[src/rtl/gate_bist_ctrl.sv]
// gate_bist_ctrl: built-in self-test sequencer for one external 2-input
// combinational gate. On start it walks the four input vectors {a,b} =
// 00,01,10,11 (PASSES times). Each vector is held SETTLE_CYC cycles, then
// the gate output is compared against the truth table selected by op_sel.
//
// Ports:
//   clk        rising-edge clock
//   rst_n      asynchronous active-low reset
//   start      begin a test (sampled only while idle)
//   abort      cancel a running test
//   op_sel     expected function: 0 NOR,1 NAND,2 AND,3 OR,4 XOR,5 XNOR
//   dut_a/b    registered gate inputs
//   dut_out    gate output under test
//   busy       test in progress
//   done       one-cycle pulse at normal completion
//   pass       last completed test had zero mismatches
//   err_cnt    saturating mismatch count
//   fail_vec   {a,b} of the first mismatch, fail_valid marks it captured
//   cfg_err    last start carried an illegal op_sel
module gate_bist_ctrl #(
  parameter int SETTLE_CYC = 2,
  parameter int PASSES     = 1,
  parameter int ERR_W      = 4
) (
  input  logic             clk,
  input  logic             rst_n,
  input  logic             start,
  input  logic             abort,
  input  logic [2:0]       op_sel,
  output logic             dut_a,
  output logic             dut_b,
  input  logic             dut_out,
  output logic             busy,
  output logic             done,
  output logic             pass,
  output logic [ERR_W-1:0] err_cnt,
  output logic [1:0]       fail_vec,
  output logic             fail_valid,
  output logic             cfg_err
);

  localparam int SW = $clog2(SETTLE_CYC + 1);
  localparam int PW = $clog2(PASSES + 1);
  localparam logic [ERR_W-1:0] ERR_MAX = '1;

  typedef enum logic [2:0] {
    S_IDLE,
    S_APPLY,
    S_WAIT,
    S_CHECK,
    S_DONE
  } state_t;

  state_t           state_q;
  logic [2:0]       op_q;
  logic [1:0]       vec_q;
  logic [SW-1:0]    settle_q;
  logic [PW-1:0]    pass_cnt_q;
  logic             dut_a_q, dut_b_q, busy_q, done_q, pass_q;
  logic [ERR_W-1:0] err_cnt_q;
  logic [1:0]       fail_vec_q;
  logic             fail_valid_q, cfg_err_q;
  logic             mismatch;

  function automatic logic expect_bit(input logic [2:0] op, input logic a, input logic b);
    case (op)
      3'd0:    return ~(a | b);
      3'd1:    return ~(a & b);
      3'd2:    return a & b;
      3'd3:    return a | b;
      3'd4:    return a ^ b;
      default: return ~(a ^ b);
    endcase
  endfunction

  // Gate output is combinational from the registered inputs, so sampling in
  // CHECK sees the value that has been held throughout WAIT.
  assign mismatch = (dut_out != expect_bit(op_q, dut_a_q, dut_b_q));

  always_ff @(posedge clk or negedge rst_n) begin
    if (!rst_n) begin
      state_q      <= S_IDLE;
      op_q         <= 3'd0;
      vec_q        <= 2'd0;
      settle_q     <= '0;
      pass_cnt_q   <= '0;
      dut_a_q      <= 1'b0;
      dut_b_q      <= 1'b0;
      busy_q       <= 1'b0;
      done_q       <= 1'b0;
      pass_q       <= 1'b0;
      err_cnt_q    <= '0;
      fail_vec_q   <= 2'd0;
      fail_valid_q <= 1'b0;
      cfg_err_q    <= 1'b0;
    end else begin
      done_q <= 1'b0;
      if (busy_q && abort) begin
        // Abort keeps err_cnt/fail_vec as partial results.
        state_q <= S_IDLE;
        busy_q  <= 1'b0;
        dut_a_q <= 1'b0;
        dut_b_q <= 1'b0;
        pass_q  <= 1'b0;
      end else begin
        case (state_q)
          S_IDLE: begin
            if (start && !abort) begin
              if (op_sel > 3'd5) begin
                cfg_err_q <= 1'b1;
                pass_q    <= 1'b0;
                done_q    <= 1'b1;
              end else begin
                op_q         <= op_sel;
                err_cnt_q    <= '0;
                fail_vec_q   <= 2'd0;
                fail_valid_q <= 1'b0;
                pass_q       <= 1'b0;
                cfg_err_q    <= 1'b0;
                vec_q        <= 2'd0;
                pass_cnt_q   <= '0;
                busy_q       <= 1'b1;
                state_q      <= S_APPLY;
              end
            end
          end
          S_APPLY: begin
            dut_a_q  <= vec_q[1];
            dut_b_q  <= vec_q[0];
            settle_q <= SW'(SETTLE_CYC);
            state_q  <= S_WAIT;
          end
          S_WAIT: begin
            if (settle_q <= SW'(1)) state_q <= S_CHECK;
            else                    settle_q <= settle_q - SW'(1);
          end
          S_CHECK: begin
            if (mismatch) begin
              if (err_cnt_q != ERR_MAX) err_cnt_q <= err_cnt_q + ERR_W'(1);
              if (!fail_valid_q) begin
                fail_vec_q   <= {dut_a_q, dut_b_q};
                fail_valid_q <= 1'b1;
              end
            end
            vec_q   <= vec_q + 2'd1;
            state_q <= S_APPLY;
            if (vec_q == 2'b11) begin
              if (pass_cnt_q == PW'(PASSES - 1)) begin
                state_q <= S_DONE;
                done_q  <= 1'b1;
                busy_q  <= 1'b0;
                pass_q  <= (err_cnt_q == '0) && !mismatch;
                dut_a_q <= 1'b0;
                dut_b_q <= 1'b0;
              end else begin
                pass_cnt_q <= pass_cnt_q + PW'(1);
              end
            end
          end
          S_DONE: state_q <= S_IDLE;
          default: state_q <= S_IDLE;
        endcase
      end
    end
  end

  assign dut_a      = dut_a_q;
  assign dut_b      = dut_b_q;
  assign busy       = busy_q;
  assign done       = done_q;
  assign pass       = pass_q;
  assign err_cnt    = err_cnt_q;
  assign fail_vec   = fail_vec_q;
  assign fail_valid = fail_valid_q;
  assign cfg_err    = cfg_err_q;

endmodule

[config.mk]
export PLATFORM = sky130hd
export DESIGN_NAME = gate_bist_ctrl
export DESIGN_NICKNAME = d
export VERILOG_FILES = /design/src/rtl/gate_bist_ctrl.sv
export SDC_FILE = /design/constraint.sdc
export NUM_CORES = 1
export LEC_CHECK = 0
export BUFFER_PORTS_ARGS = -buffer_cell sky130_fd_sc_hd__buf_2
export CORE_MARGIN = 5
export CORE_UTILIZATION = 25
export CTS_CLUSTER_DIAMETER = 30
export DETAILED_ROUTE_END_ITERATION = 8
export PLACE_DENSITY_LB_ADDON = 0.08
export SYNTH_ARGS = -nofsm -noshare
export SYNTH_HDL_FRONTEND = slang
export SYNTH_SLANG_ARGS = --single-unit
[constraint.sdc]
create_clock -name clk -period 6.9 [get_ports clk]
set_input_delay 1.38 -clock clk [delete_from_list [all_inputs] [get_ports clk]]
set_output_delay 1.38 -clock clk [all_outputs]
set_load 0.03 [all_outputs]
==> metrics.yaml <==
drt:
  num_vias: 1217
  drtIter0Drc: 43
  ant_nets: 0
  drc: 0
  routedWlPerCell_um: 15.3
  drt-pass1-iter-count: 4
  vias_per_cell: 5.01
  finalWirelength_um: 3710
synthesis:
  synth_edf_count: 0
  syn_area_per_cell_um2: 9.33
  synth_top_area_share: 0.409
  synth_top_area_cell: "dfrtp_1"
  synth_commonest_cells: "dfrtp_1 (23), nand2_1 (14), nor2_1 (11), o21ai_0 (11)"
  synthCells: 151
  synth_nets: 165
  synthTopCellsByArea: "dfrtp_1 (41%), ha_1 (5.3%), mux2_2 (4.8%)"
  post-synth-top-count-cell: "dfrtp_1"
  ys_warn_count: 0
  synthArstFlopShare: 1.00
  ys_seq_area_frac: 0.409
  ys_seq_elements: 23
  synthFlopType: "dfrtp_1"
  ys_types: 41
  post_synth_instance_area_um2: 1410
placement:
  dpl.hpwl_um: 2830
  port_buffers: 20
  place.gp.congestion: 0.749
clock_tree:
  htree_levels: 1
  insertion_delay_ps: 270
  post_cts_buffers: 0
  post_cts_resized: 0
  cts_sinks: 23
  cts_buffers: 3
  clkTransAtPathRegs_ps: 90
  cts_tree: "built"
  ctsLongestPathBuffers: 2
  cts_hold_buf: 0
  cts-root-buf: "clkbuf_8"
finish:
  antennaDiodeCount: 0
  syn_to_final_growth_pct: 15.0
  nNetsFinal: 186
  multiInputGateArea_um2: 779
  nFillCells: 592
  seqCellArea_um2: 576
  drive_above_1_share: 0.199
setup_path:
  cp_num_buf_inv: 1
  slowest_delay_ps: 450
  startpoint_type: "primary input"
  critPathKind: "in -> reg"
  critical_path.top_delay_family: "simple AND/OR/NAND/NOR gates"
  startpoint: "abort"
  r2r_end: "err_cnt[2]"
  crit_arrival_ps: 2900
  crit_chain: "buf_2, nor4b_1, nand4_1, and3_1, a21oi_1, nand3b_1"
  cp-end-kind: "register"
  ff2ff_path_depth: 7
  path_max_fanout: 7
  r2r_slack_ps: 4580
  r2r-start: "dut_a"
  cp.required_ps: 7050
  slowest_stage: "nor4b_1"
sta:
  fmax_mhz: 364
  finalSetupViolations: 0
  slew_headroom: 0.462
  min_period_ps: 2750
  finClkSkew_ps: 4.95
  slew_violations: 0
  period_share: 0.398
  fin_setup_tns_ps: 0
  hold_viol_final: 0
  rsz0062_at_grt: "no"
  holdWs_ps: 520
  worst_pin_slew_ps: 800
pwr:
  clock_power_share: 0.114
  p_sw_mw: 0.364
  p_total_mw: 0.757
  power_frac_seq: 0.352
  ir_drop_mv: 0.135
  combPwrFrac: 0.534
  p_leak_nw: 0.722
  p_int_mw: 0.393
  power.density_nw_per_um2: 467
  netSwitchingFraction: 0.480
hold_path:
  worstHoldStart: "vec_q[0]"
  hold_path_class: "reg -> reg"
  whs_path_depth: 1
  min_to: "vec_q[0]"
die:
  num_io_pins: 21
  dieArea_um2: 7240
  die_h_um: 85.1
  core_um2: 5510
  fp-row-count: 27
  start_util: 0.256
  die_w_um: 85.1
global_route:
  grt_max_degree: 24
  grt_use_total: 0.108
  grt_first_pass_wirelength_um: 6310
  grt_pass1_vias: 1275
  grt-ovfl-total: 0
  antenna_found_initial: 0
outcome:
  status: "completed"
run:
  cap_violations: 0
-- state kept, by name, indices dropped and copies added (netlist names) --
| signal | cells |
|---|---|
| busy | 1 |
| cfg_err | 1 |
| done | 1 |
| dut_a | 1 |
| dut_b | 1 |
| err_cnt | 4 |
| fail_valid | 1 |
| fail_vec | 2 |
| op_q | 3 |
| pass | 1 |
| settle_q | 2 |
| state_q | 3 |
| vec_q | 2 |
-- cell usage in the layout (no fill, tap or decap), drive strengths merged, types with 2 or more instances in the layout --
| cell | Yosys | layout |
|---|---|---|
| dfrtp | 23 | 23 |
| buf | 2 | 20 |
| nand2 | 14 | 14 |
| nor2 | 11 | 11 |
| o21ai | 11 | 11 |
| inv | 8 | 8 |
| nand3 | 8 | 8 |
| mux2 | 6 | 6 |
| a21oi | 6 | 6 |
| ha | 6 | 6 |
| nor2b | 6 | 6 |
| nor4 | 4 | 4 |
| and3 | 4 | 4 |
| nor4b | 4 | 4 |
| clkbuf | 2 | 4 |
| and2 | 3 | 3 |
| o211a | 3 | 3 |
| a31oi | 3 | 3 |
| nand3b | 3 | 3 |
| xnor2 | 2 | 2 |
| a32oi | 2 | 2 |
| nand4 | 2 | 2 |
| o31ai | 2 | 2 |
| o211ai | 2 | 2 |
| nor3 | 2 | 2 |
-- routing by layer --
| layer | vias up | wire, um | part of all wire | global-route usage |
|---|---|---|---|---|
| met5 | - | 0 | 0 | 0 |
| met4 | 0 | 24 | 0.0065 | 0.0345 |
| met3 | 2 | 111 | 0.030 | 0.0184 |
| met2 | 13 | 1790 | 0.48 | 0.177 |
| met1 | 597 | 1790 | 0.48 | 0.143 |
| li1 | 605 | - | - | - |
-- per-stage QoR --
| stage | area [um^2] | std cells | utilization | worst slack (ps) |
|---|---|---|---|---|
| final | 1620 | 243 | 0.294 | 4150 |
| after detailed placement | 1580 | 239 | 0.286 | 3900 |
| after global placement | 1580 | 239 | 0.286 | 3890 |
| after global routing | 1620 | 243 | 0.294 | 4030 |
| after floorplan | 1410 | 151 | - | 4150 |
| after CTS | 1620 | 243 | 0.294 | 4170 |
-- final cells by class --
class,instances,share of cell area
flip-flops and latches,23,0.355
multi-input cells,116,0.481
inverters,8,0.0185
clock buffers,4,0.0278
repair buffers,20,0.0618
well taps,72,0.0556
-- power groups by stage --
stage	sequential (mW)	clock (mW)	combinational, mW
after floorplan	0.296	0	0.274
after global placement	0.267	0	0.406
after detailed placement	0.268	0	0.409
after CTS	0.266	0.0898	0.410
after global routing	0.276	0.0941	0.459
final	0.267	0.0863	0.404
-- worst max path at each step --
stage / endpoint / slack (ps) / cells past startpoint
after floorplan: err_cnt[2] / 4150 / 5
after global placement: err_cnt[3] / 3890 / 6
after detailed placement: err_cnt[3] / 3900 / 6
after CTS: err_cnt[3] / 4170 / 6
after global routing: err_cnt[3] / 4030 / 6
final: err_cnt[3] / 4150 / 6
-- cell families after synthesis --
kind of cell	share of synthesized area
simple gates	0.267
compound gates	0.172
fa+ha+maj	0.0533
xor+xnor	0.0124
buf+inv	0.0382
flops	0.409
mux	0.0480
Note: power is estimated with default switching activity, not from simulation.
